===== config.mk =====
export PLATFORM = sky130hd
export DESIGN_NAME = prog_pulse_gen
export DESIGN_NICKNAME = d
export VERILOG_FILES = /design/src/rtl/prog_pulse_gen.sv
export SDC_FILE = /design/constraint.sdc
export NUM_CORES = 1
export LEC_CHECK = 0
export CAP_MARGIN = 20
export CORE_ASPECT_RATIO = 0.9
export CORE_MARGIN = 2
export CORE_UTILIZATION = 60
export CTS_BUF_LIST = sky130_fd_sc_hd__clkbuf_16
export DETAILED_ROUTE_END_ITERATION = 6
export MAX_ROUTING_LAYER = met4
export PLACE_DENSITY = 0.9
export SLEW_MARGIN = 20
export SYNTH_ARGS = -nofsm -noshare
export SYNTH_HDL_FRONTEND = slang
export SYNTH_SLANG_ARGS = --single-unit

===== constraint.sdc =====
create_clock -name clk_in -period 7 [get_ports clk_in]
set_input_delay 0.7 -clock clk_in [delete_from_list [all_inputs] [get_ports clk_in]]
set_output_delay 0.7 -clock clk_in [all_outputs]
set_load 0.005 [all_outputs]

===== src/rtl/prog_pulse_gen.sv =====
// rtl/prog_pulse_gen.sv - programmable period/duty pulse generator (single, burst, continuous)
//
// Ports:
//   clk_in     system clock
//   rst        synchronous active-high reset
//   start      trigger level; rising edge starts a run, level sustains continuous mode
//   mode       0 single, 1 burst, 2 continuous, 3 single
//   period     period P in clk_in cycles (sampled only when a run starts)
//   high_cnt   high time H in clk_in cycles (sampled only when a run starts)
//   burst_len  pulse count N for burst mode (sampled only when a run starts)
//   clk_out    generated waveform, registered
//   busy       high while a run is in progress
//   done       one-cycle strobe at the end of a run

module prog_pulse_gen #(
    parameter int CNT_W   = 16,
    parameter int BURST_W = 8
) (
    input  logic               clk_in,
    input  logic               rst,
    input  logic               start,
    input  logic [1:0]         mode,
    input  logic [CNT_W-1:0]   period,
    input  logic [CNT_W-1:0]   high_cnt,
    input  logic [BURST_W-1:0] burst_len,
    output logic               clk_out,
    output logic               busy,
    output logic               done
);

    typedef enum logic {
        IDLE = 1'b0,
        RUN  = 1'b1
    } state_t;

    localparam logic [1:0] MODE_SINGLE = 2'd0;
    localparam logic [1:0] MODE_BURST  = 2'd1;
    localparam logic [1:0] MODE_CONT   = 2'd2;

    state_t             state;
    state_t             state_n;
    logic               start_d;
    logic               start_rise;
    logic [1:0]         mode_r;
    logic [CNT_W-1:0]   per_r;
    logic [CNT_W-1:0]   high_r;
    logic [BURST_W-1:0] len_r;
    // pcnt holds the 1-based index of the cycle currently being output
    // within the period; it never exceeds per_r, so full-scale P cannot wrap.
    logic [CNT_W-1:0]   pcnt;
    // bcnt counts completed periods in burst mode; it stops at len_r-1.
    logic [BURST_W-1:0] bcnt;

    logic [CNT_W-1:0]   p_clamp;
    logic [CNT_W-1:0]   h_clamp;
    logic [BURST_W-1:0] n_clamp;
    logic               period_end;
    logic               run_more;

    assign start_rise = start & ~start_d;

    always_comb begin
        p_clamp = (period < CNT_W'(2)) ? CNT_W'(2) : period;
        if (high_cnt == '0) begin
            h_clamp = CNT_W'(1);
        end else if (high_cnt >= p_clamp) begin
            h_clamp = p_clamp - CNT_W'(1);
        end else begin
            h_clamp = high_cnt;
        end
        n_clamp = (burst_len == '0) ? BURST_W'(1) : burst_len;
    end

    always_comb begin
        period_end = (pcnt == per_r);
        case (mode_r)
            MODE_BURST: run_more = (bcnt != (len_r - BURST_W'(1)));
            MODE_CONT:  run_more = start;
            default:    run_more = 1'b0;
        endcase
    end

    always_comb begin
        state_n = state;
        case (state)
            IDLE: if (start_rise) state_n = RUN;
            RUN:  if (period_end && !run_more) state_n = IDLE;
            default: state_n = IDLE;
        endcase
    end

    always_ff @(posedge clk_in) begin
        if (rst) begin
            state <= IDLE;
        end else begin
            state <= state_n;
        end
    end

    always_ff @(posedge clk_in) begin
        if (rst) begin
            start_d <= 1'b0;
            mode_r  <= MODE_SINGLE;
            per_r   <= '0;
            high_r  <= '0;
            len_r   <= '0;
            pcnt    <= '0;
            bcnt    <= '0;
            clk_out <= 1'b0;
            busy    <= 1'b0;
            done    <= 1'b0;
        end else begin
            start_d <= start;
            done    <= 1'b0;
            case (state)
                IDLE: begin
                    if (start_rise) begin
                        // Mode 3 is folded into single so later logic only sees 0..2.
                        mode_r  <= (mode == 2'd3) ? MODE_SINGLE : mode;
                        per_r   <= p_clamp;
                        high_r  <= h_clamp;
                        len_r   <= n_clamp;
                        pcnt    <= CNT_W'(1);
                        bcnt    <= '0;
                        clk_out <= 1'b1;
                        busy    <= 1'b1;
                    end
                end
                RUN: begin
                    if (period_end) begin
                        if (run_more) begin
                            pcnt    <= CNT_W'(1);
                            clk_out <= 1'b1;
                            if (mode_r == MODE_BURST) begin
                                bcnt <= bcnt + BURST_W'(1);
                            end
                        end else begin
                            pcnt    <= '0;
                            bcnt    <= '0;
                            clk_out <= 1'b0;
                            busy    <= 1'b0;
                            done    <= 1'b1;
                        end
                    end else begin
                        pcnt    <= pcnt + CNT_W'(1);
                        // Next cycle index is pcnt+1; it is high while that is <= H.
                        clk_out <= (pcnt < high_r);
                    end
                end
                default: ;
            endcase
        end
    end

endmodule

==> flow_summary_export.csv <==
group,metric,value,unit
detailed_routing,viasPerCell,6.17,
floorplanning,start_util,61.7,%
logic_synthesis,synth_top_area_share,30.7,%
logic_synthesis,synth_edf_count,0,
finish,fin_cells,731,
clock_network,htreeDepth,3,
power,p_sw,325,uW
detailed_routing,wirelength,12400,um
logic_synthesis,synthesis.instances,597,
power,internal_power,841,uW
detailed_routing,vias,4509,
clock_network,clkSinkCount,71,
clock_network,cts-root-buf,"clkbuf_16",
finish,drive_gt1_share,5.04,%
detailed_routing,wl_per_cell,17.0,um
critical_path,cp.arrival,4.88,ns
critical_path,crit_buf_inv,2,
placement,post-place-cells,715,
logic_synthesis,postSynthAreaPerCell,7.75,um2
placement,routabilityCongestion,0.964,
timing,rsz0062_at_grt,"no",
global_routing,grt.total_usage,31.7,%
critical_path,end_kind,"flip-flop",
floorplanning,die_h,87.3,um
clock_network,ctsLongestPathBuffers,2,
floorplanning,core,0.00751,mm2
critical_path,r2r-start,"len_r[0]$_SDFFE_PP0P_",
finish,nNetsFinal,712,
global_routing,grt_pass1_vias,4283,
power,p_leak,0.00208,uW
detailed_routing,first_iter_violations,258,
critical_path,cp_max_fo,18,
timing,worstMarginPinSlew,1.03,ns
floorplanning,dieArea,0.00843,mm2
logic_synthesis,ys_warn_count,0,
timing,max_freq,0.213,GHz
logic_synthesis,syn_area,0.00463,mm2
clock_network,postCtsSetupRepairBufs,0,
placement,pre_cts_slack,2.05,ns
power,ir_worst_vdd,0.0999,mV
power,power_density,214,mW/mm2
timing,skew,0.00704,ns
global_routing,grt_max_degree,56,
hold_path,min-delay-start,"high_r[1]$_SDFFE_PP0P_",
global_routing,antenna_found_initial,0,
floorplanning,io_pins,48,
hold_path,hold_path_end,"high_r[1]$_SDFFE_PP0P_",
clock_network,clock_latency,0.34,ns
power,clkPwrFrac,41.1,%
outcome,status,"finished, final reports clean",
timing,setup_tns,0,ns
logic_synthesis,synth_area_leaders,"dfxtp_1 31%, ha_1 10%, nand2_1 7.1%, xnor2_1 6.6%, a21oi_1 5.1%",
global_routing,grt_pass1_wl,20000,um
critical_path,crit_top_cell,"or3_1",
logic_synthesis,yosysTopAreaCell,"dfxtp_1",
finish,final_cell_mix,"87 x nand2_1, 71 x dfxtp_1, 47 x a21oi_1, 46 x clkdlybuf4s50_1, 44 x inv_1",
critical_path,reg2reg_slack,4.41,ns
power,switching_share,27.9,%
global_routing,grt_remaining_overflow,0,
power,seqPwrFrac,38.9,%
critical_path,cp_slowest_stage_delay,0.87,ns
detailed_routing,drt_pass1_iterations,5,
timing,period_minus_slack,4.69,ns
clock_network,cts.repair.resized,0,
floorplanning,rows,30,
timing,relSlewSlack,31.1,%
logic_synthesis,async_flop_share,0,%
logic_synthesis,yosys_register_bits,71,
clock_network,cts_tree,"done",
critical_path,cp.required,7.19,ns
clock_network,cts_hold_buf,0,
clock_network,cts_buffers,9,
critical_path,crit_path_cell_trace,"clkdlybuf4s50_1 -> or3_1 -> or3_1 -> or3_1 -> o21ai_1 -> inv_1 -> ha_1 -> nand2b_1 -> a21o_1 -> a21oi_1 -> o31a_1 -> o31ai_4 -> mux2i_1 -> o21ai_0",
hold_path,whs_path_depth,2,
critical_path,startpoint_type,"input port",
logic_synthesis,ys_types,58,
critical_path,crit_type,"input port to flip-flop",
timing,finalHoldViolCount,0,
logic_synthesis,synth-main-ff-cell,"dfxtp_1",
detailed_routing,postRouteAntennaNets,0,
power,comb_power_share,20.1,%
placement,dp_hpwl,9360,um
critical_path,r2r_cells,9,
finish,layout_commonest_cell,"nand2_1",
timing,setup_viol,0,
detailed_routing,drc,0,
critical_path,rr_endpoint,"bcnt[7]$_SDFFE_PP0P_",
floorplanning,die_w,96.6,um
finish,diodes,0,
timing,whs,0.465,ns
timing,fin_crit_sh,66.9,%
logic_synthesis,synthesis.nets,679,
logic_synthesis,synth.yosys.seq_area_share,30.7,%
timing,drv_slew,0,
hold_path,hold_class,"flip-flop to flip-flop",
clock_network,path_clk_slew,0.05,ns
run,cap_violations,0,
finish,area_delta_synth_final,17.8,%
finish,fillCellCount,613,
critical_path,critPathTopFamily,"compound AO/OA/AOI/OAI gates",
placement,portBuffers,47,
timing,worst_slack,2.31,ns
critical_path,cp_slowest_cell,"o31ai_4",
-- metrics by stage --
stage	instance area, um2	power, uW	utilization [%]
floorplan	4630	607	-
finish	5450	1170	72.7
global route	5450	1210	72.7
CTS	5450	1160	72.7
detailed placement	5150	691	68.6
global placement	5150	681	68.6
-- cell usage after synthesis, types with 3 or more instances --
cell type  count
nor3_1        10
clkbuf_1      21
a21o_1         6
nand2_1       87
o31ai_1        9
nor4_1        11
o2bb2ai_1      5
o21bai_1       3
nand3b_1       6
dfxtp_1       71
mux2i_1       14
buf_2          3
xor2_1         3
or4_1          5
nor3b_1        5
and3_1         4
nand3_1       12
nor2_1        44
o21ai_0       32
xnor2_1       35
a211oi_1       8
a21oi_1       47
inv_1         41
nand2b_1       8
or3_1          5
a31oi_1       10
nor2b_1        4
buf_1          5
a311oi_1       3
nand4_1        8
ha_1          37
-- how the worst max path moves through the flow --
stage                    start                       to  slack [ns]  depth (start not counted)
CTS                 period[13]   high_r[3]$_SDFFE_PP0P_        2.36                         14
global placement    period[13]   high_r[9]$_SDFFE_PP0P_        2.23                         14
finish              period[13]   high_r[3]$_SDFFE_PP0P_        2.31                         14
global route        period[13]  high_r[14]$_SDFFE_PP0P_        2.06                         14
floorplan           period[13]  high_r[10]$_SDFFE_PP0P_        2.92                         15
detailed placement  period[13]   high_r[2]$_SDFFE_PP0P_        2.05                         14
-- logic make-up after synthesis --
logic type	after synthesis	synth area share (%)
simple gates	225	24.1
compound gates	142	19.2
flops	71	30.7
buf+inv	70	5.76
xor+xnor	38	7.19
fa+ha+maj	37	10.0
mux	14	3.03
-- final cells by class --
| type | instances | area [um2] | area share (%) |
|---|---|---|---|
| inverters | 41 | 154 | 2.82 |
| clock buffers | 9 | 225 | 4.13 |
| flip-flops and latches | 71 | 1420 | 26.1 |
| well taps | 96 | 120 | 2.20 |
| multi-input cells | 456 | 2960 | 54.2 |
| repair buffers | 51 | 495 | 9.08 |
| clock inverters | 7 | 81.3 | 1.49 |
-- routing by layer --
metal,share of wire [%],vias up,global-route usage [%]
met5,0,-,-
met4,2.6,0,10.8
met3,6.6,31,4.94
met2,47,199,50.4
met1,44,2099,40.9
li1,-,2180,-
-- worst register-to-register path, stage by stage (launching register included) --
cell	delay [ns]
dfxtp_1	0.36
inv_1	0.10
ha_1	0.33
nor2_1	0.06
and4_2	0.24
a211oi_2	0.22
o211a_1	0.18
a211oi_2	0.08
or4b_1	0.65
o31ai_1	0.29
-- state kept, by name, summed over array words and instances, names as in the netlist, 2 cells and up --
register  count
bcnt          8
per_r        16
len_r         8
high_r       16
pcnt         16
mode_r        2
-- power by group through the flow --
| stage | clock network (uW) | registers [uW] | logic, uW |
|---|---|---|---|
| 6_report | 479 | 454 | 234 |
| 2_1_floorplan | 0 | 453 | 154 |
| 3_3_place_gp | 0 | 460 | 222 |
| 3_5_place_dp | 0 | 461 | 230 |
| 4_1_cts | 479 | 453 | 232 |
| 5_1_grt | 497 | 456 | 260 |
Note: power is estimated with default switching activity, not from simulation.
